**config.mk**
```make
export PLATFORM = sky130hd
export DESIGN_NAME = fetch_ctrl
export DESIGN_NICKNAME = d
export VERILOG_FILES = /design/src/rtl/fetch_ctrl.sv
export SDC_FILE = /design/constraint.sdc
export NUM_CORES = 1
export LEC_CHECK = 0
export ABC_AREA = 1
export ABC_CLOCK_PERIOD_IN_PS = 3100
export CAP_MARGIN = 25
export CORE_ASPECT_RATIO = 1.75
export CORE_MARGIN = 5
export CORE_UTILIZATION = 45
export DETAILED_ROUTE_END_ITERATION = 10
export PLACE_DENSITY = 0.68
export SYNTH_ARGS = -nofsm -noshare
export SYNTH_HDL_FRONTEND = slang
export SYNTH_SLANG_ARGS = --single-unit
```
**constraint.sdc**
```tcl
create_clock -name clock -period 3.1 [get_ports clock]
set_input_delay 0.465 -clock clock [delete_from_list [all_inputs] [get_ports clock]]
set_output_delay 0.465 -clock clock [all_outputs]
set_load 0.01 [all_outputs]
```
**src/rtl/fetch_ctrl.sv**
```systemverilog
// rtl/fetch_ctrl.sv - instruction-fetch sequencer with credit-limited requests and redirect flush
module fetch_ctrl #(
   parameter int              XLEN  = 32,
   parameter logic [XLEN-1:0] RESET = '0,
   parameter int              DEPTH = 2
) (
   input  logic            clock,
   input  logic            reset_n,
   input  logic            redirect,
   input  logic [XLEN-1:0] redirect_pc,
   output logic            imem_req,
   output logic [XLEN-1:0] imem_addr,
   input  logic            imem_gnt,
   input  logic            imem_rvalid,
   input  logic [XLEN-1:0] imem_rdata,
   output logic            if_valid,
   output logic [XLEN-1:0] if_pc,
   output logic [XLEN-1:0] if_instr,
   input  logic            if_ready
);

   localparam int AW = $clog2(DEPTH);
   localparam int CW = $clog2(DEPTH + 1);
   localparam logic [AW-1:0] PTR_ONE = AW'(1);
   localparam logic [CW-1:0] CNT_ONE = CW'(1);
   localparam logic [CW:0]   CREDIT  = (CW+1)'(DEPTH);

   typedef enum logic [1:0] {BOOT, RUN, FLUSH} state_t;

   state_t          state;
   logic [XLEN-1:0] fpc;
   logic [XLEN-1:0] buf_pc    [DEPTH];
   logic [XLEN-1:0] buf_instr [DEPTH];
   logic [XLEN-1:0] iss_addr  [DEPTH];
   logic [AW-1:0]   buf_rd, buf_wr, iss_rd, iss_wr;
   logic [CW-1:0]   buf_cnt, out_cnt, drop_cnt;

   logic            grant, resp, drop, pop, redir;
   logic [CW:0]     credit_sum;
   logic [CW:0]     drop_next;

   // Credit counts both buffered and in-flight words so a response always has a slot.
   assign credit_sum = {1'b0, buf_cnt} + {1'b0, out_cnt};
   assign imem_req   = (state == RUN) && (credit_sum < CREDIT);
   assign imem_addr  = fpc;
   assign grant      = imem_req && imem_gnt;
   assign resp       = imem_rvalid && (drop_cnt == '0);
   assign drop       = imem_rvalid && (drop_cnt != '0);
   assign redir      = redirect && (state != BOOT);
   assign if_valid   = (buf_cnt != '0);
   assign if_pc      = buf_pc[buf_rd];
   assign if_instr   = buf_instr[buf_rd];
   assign pop        = if_valid && if_ready && !redir;

   // Everything granted so far (including this cycle) minus this cycle's answer stays unanswered.
   assign drop_next  = {1'b0, drop_cnt} + {1'b0, out_cnt} + {{CW{1'b0}}, grant}
                       - {{CW{1'b0}}, imem_rvalid};

   always_ff @(posedge clock or negedge reset_n) begin
      if (!reset_n) begin
         state    <= BOOT;
         fpc      <= RESET;
         buf_rd   <= '0;
         buf_wr   <= '0;
         iss_rd   <= '0;
         iss_wr   <= '0;
         buf_cnt  <= '0;
         out_cnt  <= '0;
         drop_cnt <= '0;
         for (int i = 0; i < DEPTH; i++) begin
            buf_pc[i]    <= '0;
            buf_instr[i] <= '0;
            iss_addr[i]  <= '0;
         end
      end else if (state == BOOT) begin
         state <= RUN;
      end else if (redir) begin
         fpc      <= {redirect_pc[XLEN-1:1], 1'b0};
         buf_rd   <= '0;
         buf_wr   <= '0;
         iss_rd   <= '0;
         iss_wr   <= '0;
         buf_cnt  <= '0;
         out_cnt  <= '0;
         drop_cnt <= drop_next[CW-1:0];
         state    <= (drop_next != '0) ? FLUSH : RUN;
      end else begin
         if (grant) begin
            fpc              <= fpc + XLEN'(4);
            iss_addr[iss_wr] <= fpc;
            iss_wr           <= iss_wr + PTR_ONE;
         end
         if (resp) begin
            buf_pc[buf_wr]    <= iss_addr[iss_rd];
            buf_instr[buf_wr] <= imem_rdata;
            buf_wr            <= buf_wr + PTR_ONE;
            iss_rd            <= iss_rd + PTR_ONE;
         end
         if (pop)
            buf_rd <= buf_rd + PTR_ONE;

         case ({grant, resp})
            2'b10:   out_cnt <= out_cnt + CNT_ONE;
            2'b01:   out_cnt <= out_cnt - CNT_ONE;
            default: out_cnt <= out_cnt;
         endcase
         case ({resp, pop})
            2'b10:   buf_cnt <= buf_cnt + CNT_ONE;
            2'b01:   buf_cnt <= buf_cnt - CNT_ONE;
            default: buf_cnt <= buf_cnt;
         endcase

         if (drop) begin
            drop_cnt <= drop_cnt - CNT_ONE;
            if (drop_cnt == CNT_ONE)
               state <= RUN;
         end
      end
   end

   assert property (@(posedge clock) disable iff (!reset_n)
                    !(resp && !redir && (buf_cnt == CW'(DEPTH))));

endmodule

```
==> results of run 1 <==
## synthesized netlist by cell type, types with 2 or more instances
cell and n:
a21oi_1 4, buf_1 3, buf_2 19, buf_4 7
buf_6 16, clkbuf_1 23, dfrtp_1 231, fa_1 3
ha_1 5, inv_1 126, inv_2 6, mux2_2 31
nand2_1 563, nand2_4 3, nand3_1 50, nand4_1 8
nor2_1 55, nor2_4 4, nor2_8 2, nor3_1 2
o211ai_1 4, o21ai_0 117, o21ai_1 66, o21ai_2 31
o22ai_1 2, or2_2 2
## worst register-to-register path, cell delays in order (launching register included)
cell and delay [ps]:
dfrtp_1 410, nand2_1 80, inv_1 50, fa_1 430, nor2_1 290, nand3_4 220
fa_1 430, inv_1 70, fa_1 400, nand2_1 90, o21ai_0 80, nand2_1 60
o21ai_0 70
## state kept, by name, summed over array words and instances, names as in the netlist
signal,count
buf_instr,64
buf_pc,62
iss_addr,62
imem_addr,31
buf_cnt,2
drop_cnt,2
out_cnt,2
state,2
buf_rd,1
buf_wr,1
iss_rd,1
iss_wr,1
## where the power goes
group	internal (mW)	switching (mW)	total (mW)	leakage [nW]
combinational	2.41	2.89	5.30	3.30
clock	1.53	1.10	2.63	0.345
sequential	4.21	0.817	5.03	3.03
## area by class of cell
class | instances | area [sq um] | share of cell area
clock buffers | 33 | 653 | 0.0473
inverters | 132 | 495 | 0.0359
clock inverters | 4 | 45.0 | 0.00326
well taps | 312 | 390 | 0.0283
repair buffers | 180 | 1860 | 0.135
flip-flops and latches | 231 | 5780 | 0.419
multi-input cells | 964 | 4580 | 0.331
## how the worst max path moves through the flow
| stage | startpoint | to | slack [ps] | cells after the start |
|---|---|---|---|---|
| 4_1_cts | out_cnt[0] | imem_req | 160 | 7 |
| 3_3_place_gp | out_cnt[0] | drop_cnt[1] | 320 | 12 |
| 5_1_grt | out_cnt[0] | imem_req | 60 | 7 |
| 2_1_floorplan | out_cnt[0] | drop_cnt[1] | 500 | 12 |
| 3_5_place_dp | out_cnt[0] | drop_cnt[1] | 310 | 12 |
| 6_report | out_cnt[0] | imem_req | 180 | 7 |
## routing by layer
metal  wire, um  vias to the layer above  GRT usage
met2      13600                      226      0.339
met5          0                        -          0
li1           -                     4665          -
met1      11700                     4265      0.253
met4        756                        0     0.0666
met3       1170                       48     0.0229
## cells in the final DEF, fill, tap and decap left out, types with 3 or more instances in the layout
master           synthesis  layout
o21ai_2                 31      31
clkbuf_8                 0       4
o21ai_1                 66      66
clkinv_2                 0       3
inv_2                    6       6
a21oi_1                  4       4
ha_1                     5       5
nor2_4                   4       4
o211ai_1                 4       4
buf_12                   0       6
fa_1                     3       3
o21ai_0                117     117
inv_1                  126     126
nand2_1                563     563
nand3_1                 50      50
mux2_2                  31      31
nand2_4                  3       3
clkdlybuf4s50_1          0     163
clkbuf_16                0      23
clkbuf_1                23       6
nand4_1                  8       8
buf_4                    7       8
nor2_1                  55      55
dfrtp_1                231     230
## logic make-up (layout without fill, tap and decap cells)
logic type | Yosys count | in the layout | synth area share
simple gates | 693 | 693 | 0.248
flops | 231 | 231 | 0.513
compound gates | 228 | 228 | 0.114
buf+inv | 201 | 349 | 0.0821
mux | 31 | 31 | 0.0310
fa+ha+maj | 8 | 8 | 0.0109
xor+xnor | 2 | 2 | 0.00155
other cells | 1 | 2 | 0.000332
## what timing repair did
item	in CTS	in global routing
setup endpoints to repair	0	0
hold buffers	1	0
hold endpoints to repair	68	0
==> run summary, run 1 <==
Syn Inst Count: 1395
Area contributors post-synth: dfrtp_1, nand2_1, o21ai_0, inv_1, mux2_2
Die W: 130 um
Outcome: finished clean
# fillers: 2355
WP buf/inv: 3
Main flop type after synthesis: dfrtp_1
Largest net degree at the start of global routing: 96
Maximum buffer depth of the clock tree: 3
Max_cap viols: 0
First-pass GRT wire length: 45.4 mm
Reg2reg setup slack: 300 ps
CTS tree: done
Worst skew pair latency: 510 ps
R2R cell count: 12
Post-synth top area share: 0.513
Final period utilization: 0.941
GRT Residual Overflow: 0
Syn avg cell area: 8.08 sq um
Clk pin slew, worst setup/hold paths: 60 ps
IO Count: 168
Initial Util: 0.456
DRC: 0
Num CTS Buffers: 22
FF-to-FF Start: out_cnt[0]
Starting DRT DRC Count: 429
Setup CP Type: reg2out
Inst Count DP: 1817
CP arrival: 2450 ps
Worst path slowest cell: clkdlybuf4s50_1
Setup TNS: 0 ps
FF+latch count, synth: 231
Synth Warn #: 0
Worst-path fanout max: 4
Routability Congestion: 0.887
Register area share after synthesis: 0.513
CTS Root Cell: clkbuf_16
HPWL Detailed: 18.8 mm
Core area: 0.0247 sq mm
Vias in the first global route: 9222
Diode count: 0
Worst Hold End: buf_pc[16]
Final WS setup: 184 ps
Height of the die: 219 um
HP Start: buf_pc[16]
CP top delay family: buffers and inverters
CTS sink cnt: 231
Unrepaired setup endpoints after global routing: false
Share of layout cells above drive strength 1: 0.0842
Syn-to-layout area delta: 22.4%
Synth Cell Area: 0.0113 sq mm
All-Layer GR Usage: 0.196
Die footprint: 0.0285 sq mm
Post-synth cell types: 38
Cell taking the most area after synthesis: dfrtp_1
Initial antenna violation count: 0
Hold Crit Depth: 2
Worst IR Drop VDD: 0.552 mV
Min Clock Period, post-route: 2920 ps
F_max: 0.343 GHz
Post-synth EDFFs: 0
Setup bufs post-CTS: 0
Post-DP Area: 0.0131 sq mm
PortBufs: 164
Total power per unit cell area: 939 mW/mm^2
Asr flop ratio synth: 1.00
Worst r2r dst: drop_cnt[1]
Slew Limit Headroom: 0.514
DRT Wirelength: 27.2 mm
Final nets: 1609
CTS-repair resized insts: 0
# setup viols final: 0
Hold WC Path Type: reg2reg
Slew @ Worst Pin: 729 ps
Leakage Power: 6.67 nW
Max Slew Vio Count: 0
Final Util: 0.558
DRT Pass-1 Iters: 5
H-tree depth: 1
Power Total: 13.0 mW
CP Cell Sequence: nand2_1 > inv_1 > fa_1 > nor2_1 > nand2_1 > inv_1 > clkdlybuf4s50_1
Critical path data required time: 2630 ps
Std cell rows: 76
ANT nets after route: 0
CP Capture Type: primary output
Final Skew: 7.11 ps
Nature of the critical path startpoint: register
Routed vias: 9204
Post-route cell area: 0.0138 sq mm
WHS: 468 ps
Slowest stage delay, CP: 530 ps
Hold Vio Cnt, Final: 0
Post-placement setup slack: 310 ps
Vias per cell: 4.96
Final std cells w/o fill: 1856
Drt wl/cell: 14.7 um
(Power assumes the default switching activity.)
==> inputs of run 2 (changes only) <==
- ABC_AREA: 1 -> unset
- CORE_UTILIZATION: 45 -> 31
- CTS_BUF_LIST: unset -> sky130_fd_sc_hd__clkbuf_16
- PLACE_DENSITY: 0.68 -> 0.51
==> run 2 against run 1 <==
Compared with the run above:
- clock-buffer cell count fell by 8
- sequential cell count did not move
- worst setup slack got worse by 150 ps
- register-to-register slack got worse by 260 ps
- design area rose by 0.38%
- final cell count fell by 17%
- clock power rose by 24%
- highest routed layer unchanged
==> run summary, run 2 <==
Routability Congestion: 0.830 (-6.4%)
CP Cell Sequence: and2_4 > fa_1 > nor4b_4 > and2_4 > inv_4 > fa_2 > inv_2 > fa_1 > or3_4 > a32o_1
Power Total: 13.6 mW (+4.6%)
Final nets: 1139 (-29%)
CP top delay family: adder cells
WP buf/inv: 2 (-1)
CTS Root Cell: clkbuf_16
DRT Wirelength: 28.1 mm (+3.3%)
Core area: 0.0342 sq mm (+38%)
Final std cells w/o fill: 1539 (-17%)
Die footprint: 0.0383 sq mm (+35%)
Count leader, synth: dfrtp_1
CTS tree: done
Total power per unit cell area: 978 mW/mm^2 (+4.2%)
Synth Area in Simple Gates: 0.0890 (-0.159)
Largest family of logic cells by synthesized area: multiplexers
Height of the die: 255 um (+16%)
Post-synthesis mux area share: 0.229 (+0.198)
Post-synth cell types: 55 (+45%)
Die W: 150 um (+16%)
Starting DRT DRC Count: 297 (-31%)
Hold Vio Cnt, Final: 0 (unchanged)
Commonest non-fill, non-tap cell in the layout: dfrtp_1
FF+latch count, synth: 231 (unchanged)
Max Slew Vio Count: 0 (unchanged)
Syn Inst Count: 895 (-36%)
Drt wl/cell: 18.3 um (+25%)
# setup viols final: 0 (unchanged)
PortBufs: 164 (unchanged)
Worst path slowest cell: fa_1
H-tree depth: 1 (unchanged)
Final period utilization: 0.988 (+0.0474)
Worst skew pair latency: 520 ps (about the same)
Routed vias: 7369 (-20%)
F_max: 0.326 GHz (-4.8%)
Nature of the critical path startpoint: register
Vias per cell: 4.79 (-3.4%)
Hold WC Path Type: reg2reg
Most frequent cells in the layout: dfrtp_1, mux2_2, clkdlybuf4s50_1
Max_cap viols: 0 (unchanged)
Unrepaired setup endpoints after global routing: true
Area contributors post-synth: dfrtp_1, mux2_2, mux2i_1, o21ai_0, nand2_1
HPWL Detailed: 19.3 mm (+2.9%)
Post-synth EDFFs: 0 (unchanged)
Initial antenna violation count: 0 (unchanged)
Outcome: finished clean
Vias in the first global route: 7806 (-15%)
Synth cell count leaders: dfrtp_1, mux2_2, nand2_1
CP Capture Type: register
Slew Limit Headroom: 0.518 (+0.00414)
Top reg by flops: buf_instr
Xor/xnor cell area share of the yosys netlist: 0.0214 (+0.0198)
Post-synthesis compound-gate area fraction: 0.0749 (-0.0387)
Setup CP Type: reg2reg
Max reg flops: 64 (unchanged)
Worst-path fanout max: 2 (-2)
Critical path data required time: 3520 ps (+890 ps)
Share of layout cells above drive strength 1: 0.256 (+0.172)
Largest net degree at the start of global routing: 86 (-10%)
Min Clock Period, post-route: 3060 ps (+147 ps)
Main flop type after synthesis: dfrtp_1
Syn-to-layout area delta: 30.1%
DRC: 0 (unchanged)
Register area share after synthesis: 0.543 (+0.0300)
Cell taking the most area after synthesis: dfrtp_1
Inst Count DP: 1494 (-18%)
Asr flop ratio synth: 1.00 (unchanged)
Worst IR Drop VDD: 0.471 mV (-15%)
CP arrival: 3480 ps (+1030 ps)
Clk pin slew, worst setup/hold paths: 70 ps (about the same)
Post-synth top area share: 0.543 (+0.0300)
Diode count: 0 (unchanged)
Syn avg cell area: 11.9 sq um (+47%)
Final Skew: 9.84 ps (+2.73 ps)
Final Util: 0.405 (-0.154)
First-pass GRT wire length: 44.4 mm (-2.4%)
Leakage Power: 5.94 nW (-11%)
Slowest stage delay, CP: 510 ps (-20 ps)
DRT Pass-1 Iters: 4 (-1)
GRT Residual Overflow: 0 (unchanged)
All-Layer GR Usage: 0.147 (-0.0488)
Adder-cell share of the synthesized area: 0.0115 (+0.000636)
Maximum buffer depth of the clock tree: 3 (unchanged)
Num CTS Buffers: 24 (+9.1%)
Synth Cell Area: 0.0107 sq mm (-5.5%)
Initial Util: 0.311 (-0.145)
Synth Warn #: 0 (unchanged)
Std cell rows: 90 (+18%)
CTS sink cnt: 231 (unchanged)
IO Count: 168 (unchanged)
ANT nets after route: 0 (unchanged)
Slew @ Worst Pin: 722 ps (-6.20 ps)
Top flop regs: buf_instr: 64 flops, buf_pc: 62 flops, iss_addr: 62 flops
## run 2: layout make-up
type	instances	area [sq um]
clock buffers	25	626
well taps	460	576
clock inverters	19	270
inverters	15	58.8
multi-input cells	593	4580
flip-flops and latches	231	5790
fillers	3382	20400
repair buffers	196	1970
## run 2: power by group
part	switching, mW	leakage [nW]	internal, mW
Clock	1.22	0.441	2.04
Combinational	2.20	2.52	2.89
Sequential	0.977	2.98	4.22
Total	4.40	5.94	9.15
## run 2: cell families after synthesis
family                   after synthesis
buffers and inverters                 72
multiplexers                         218
XOR/XNOR                              26
flip-flops                           231
AO/OA/AOI/OAI                        145
adder cells (fa/ha/maj)                8
AND/OR/NAND/NOR                      194
other                                  1
## run 2: path summary, 6_finish.rpt
| path | slack, ps | depth (start not counted) | startpoint | end |
|---|---|---|---|---|
| max in group asynchronous | 1660 | 3 | reset_n | buf_instr[3] |
| worst max register to register | 40 | 10 | buf_cnt[0] | state[1] |
| worst min register to register | 470 | 2 | buf_pc[63] | buf_pc[63] |
| worst max-delay path | 40 | 10 | buf_cnt[0] | state[1] |
| worst min-delay path | 470 | 2 | buf_pc[63] | buf_pc[63] |
| min in group asynchronous | 530 | 2 | reset_n | iss_addr[34] |
## run 2: layer usage
layer  global-route usage  vias up  share of wire
met5                    0        -              0
met4               0.0468        0          0.025
met3               0.0186       41          0.038
met2                0.273      159           0.53
met1                0.175     3675           0.40
li1                     -     3494              -
## run 2: repair_timing
item                                   4_1_cts  5_1_grt
gates resized for setup                      0        2
endpoints found under the hold margin       72        0
buffers inserted                             0        0
hold buffers                                 1        0
setup endpoints to repair                    0        2
## run 2: stage by stage
step,instance area [sq um],hold WS (ps),setup slack (ps),TNS [ps]
after floorplan,10700,169,-271,-469
after CTS,13900,453,20.6,0
final,13900,474,36.7,0
after detailed placement,12900,466,38.4,0
after global routing,13900,485,-66.0,-88.9
after global placement,12900,457,57.1,0
## run 2: worst reg2reg max path: cells and delay by family (launching register included)
family / cells / cell delay, ps
buffers and inverters: 2 / 90
DFF: 1 / 390
adders and majority gates: 3 / 1260
and+or+nand+nor: 4 / 1010
AOI/OAI and AO/OA: 1 / 200
==> inputs of run 3 (changes only) <==
- RECOVER_POWER: unset -> 100
==> run 3 against run 2 <==
Compared with the run above:
- utilization shrank 0.26 points
- non-clock buffer count is the same
- total power shrank 1.6%
- worst setup slack gained 0.90 ps
- final cell count is the same
- sequential cell count is the same
- largest cell class unchanged
- wire length is essentially flat
- clock-buffer cell count is the same
- maximum frequency is essentially flat
- sequential share of layout area grew 0.27 points
- critical path depth is the same
==> run summary, run 3 (synthesis results as in run 2) <==
Worst skew pair latency: 520 ps (about the same)
Num CTS Buffers: 24 (unchanged)
Post-route cell area: 0.0138 sq mm (-0.64%)
Setup bufs post-CTS: 0 (unchanged)
Core area: 0.0342 sq mm (unchanged)
Cell Int Power: 8.96 mW (-2.1%)
PortBufs: 164 (unchanged)
Die footprint: 0.0383 sq mm (unchanged)
Met1 Usage GRT: 0.175 (unchanged)
ANT nets after route: 0 (unchanged)
Power Total: 13.3 mW (-1.6%)
Initial antenna violation count: 0 (unchanged)
F_max: 0.327 GHz (about the same)
CTS Root Cell: clkbuf_16
# setup viols final: 0 (unchanged)
DRT Wirelength: 28.1 mm (about the same)
Hold Vio Cnt, Final: 0 (unchanged)
Setup CP Type: reg2reg
CP arrival: 3480 ps (about the same)
H-tree depth: 1 (unchanged)
Largest net degree at the start of global routing: 86 (unchanged)
Die W: 150 um (unchanged)
IO Count: 168 (unchanged)
Commonest non-fill, non-tap cell in the layout: dfrtp_1
Syn-to-layout area delta: 29.2%
Slew @ Worst Pin: 1280 ps (+554 ps)
Maximum buffer depth of the clock tree: 3 (unchanged)
Hold WC Path Type: reg2reg
Most frequent cells in the layout: dfrtp_1, mux2_2, clkdlybuf4s50_1
Logic pwr share: 0.366 (-0.010)
All-Layer GR Usage: 0.147 (unchanged)
Vias per cell: 4.78 (-0.11%)
FF-to-FF Start: out_cnt[0]
Nature of the critical path startpoint: register
Worst Hold End: buf_pc[63]
Std cell rows: 90 (unchanged)
Routed vias: 7361 (-0.11%)
Diode count: 0 (unchanged)
Min Clock Period, post-route: 3060 ps (-0.897 ps)
Final Skew: 9.82 ps (-0.0192 ps)
HP Start: buf_pc[63]
Max_cap viols: 0 (unchanged)
Outcome: finished clean
Vias in the first global route: 7806 (unchanged)
Drt wl/cell: 18.3 um (about the same)
Max reg flops: 64 (unchanged)
Setup TNS: 0 ps (unchanged)
Worst IR Drop VDD: 0.456 mV (-3.0%)
Slew Limit Headroom: 0.149 (-0.369)
Top flop regs: buf_instr: 64 flops, buf_pc: 62 flops, iss_addr: 62 flops
Worst r2r dst: state[1]
GR Layer Usage met2: 0.273 (unchanged)
GRT Residual Overflow: 0 (unchanged)
Reg power frac: 0.389 (+0.006)
Reg2reg setup slack: 40 ps (about the same)
First-pass GRT wire length: 44.4 mm (unchanged)
Initial Util: 0.311 (unchanged)
CTS sink cnt: 231 (unchanged)
Clock power share: 0.245 (+0.004)
Top Usage Layer GRT: met2
Starting DRT DRC Count: 291 (-2.0%)
M3 GR Usage: 0.0186 (unchanged)
Critical path data required time: 3520 ps (about the same)
Unrepaired setup endpoints after global routing: true
R2R cell count: 10 (unchanged)
Final nets: 1139 (unchanged)
Final period utilization: 0.988 (about the same)
HPWL Detailed: 19.3 mm (unchanged)
Top reg by flops: buf_instr
Worst-path fanout max: 2 (unchanged)
CP Capture Type: register
DRC: 0 (unchanged)
# fillers: 3397 (+0.44%)
Max Slew Vio Count: 0 (unchanged)
Share of layout cells above drive strength 1: 0.245 (-0.0111)
Hold Crit Depth: 2 (unchanged)
DRT Pass-1 Iters: 4 (unchanged)
Sw Pwr: 4.38 mW (-0.60%)
Post-DP Area: 0.0129 sq mm (unchanged)
Leakage Power: 5.98 nW (+0.80%)
Sw Share: 0.328 (+0.00331)
Clk pin slew, worst setup/hold paths: 70 ps (about the same)
CTS tree: done
Routability Congestion: 0.830 (unchanged)
Height of the die: 255 um (unchanged)
Total power per unit cell area: 969 mW/mm^2 (-0.97%)
[run 3: through the flow]
stage / util / std cells / hold slack, ps / setup WS, ps
2_1_floorplan: - / 896 / 169 / -271
3_3_place_gp: 0.378 / 1494 / 457 / 57.1
3_5_place_dp: 0.378 / 1494 / 466 / 38.4
4_1_cts: 0.405 / 1539 / 453 / 20.6
5_1_grt: 0.402 / 1539 / 485 / -66.0
6_report: 0.402 / 1539 / 474 / 37.6
[run 3: power by group through the flow]
stage / Combinational [mW] / Sequential (mW) / Clock, mW
floorplan: 2.96 / 4.98 / 0
global placement: 5.11 / 5.22 / 0
detailed placement: 5.17 / 5.28 / 0
CTS: 5.19 / 5.22 / 3.38
global route: 5.37 / 5.38 / 3.50
finish: 4.89 / 5.18 / 3.27
[run 3: critical path: stages (launching register included)]
cell and delay (ps):
dfrtp_1 380, and2_4 160, fa_1 510, nor4b_4 280, and2_4 200, inv_4 30, fa_2 330, inv_2 60
fa_1 420, or3_4 390, a32o_1 200
[run 3: timing repair]
item | CTS | global route
endpoints found under the hold margin | 72 | 0
setup endpoints to repair | 0 | 2
resized for setup | 0 | 2
hold buffers | 1 | 0
[run 3: cell type report]
cell class                      count  area [sq um]  area share
Sequential cell                   231          5790       0.420
Clock inverter                     19           270      0.0196
Timing Repair Buffer              196          1900       0.138
Clock buffer                       25           626      0.0454
Multi-Input combinational cell    593          4550       0.331
Tap cell                          460           576      0.0418
Inverter                           15          58.8     0.00427
[run 3: worst max-delay path by stage]
stage	start	to	cells past startpoint
after detailed placement	buf_cnt[0]	state[1]	10
final	out_cnt[0]	state[1]	10
after global routing	out_cnt[0]	state[1]	10
after global placement	buf_cnt[0]	state[1]	10
after CTS	buf_cnt[0]	state[1]	10
after floorplan	buf_cnt[0]	state[1]	11
[run 3: routing by layer]
| layer | share of wire | wire, um |
|---|---|---|
| met1 | 0.40 | 11300 |
| met2 | 0.54 | 15100 |
| met3 | 0.041 | 1140 |
| met4 | 0.024 | 675 |
| met5 | 0 | 0 |
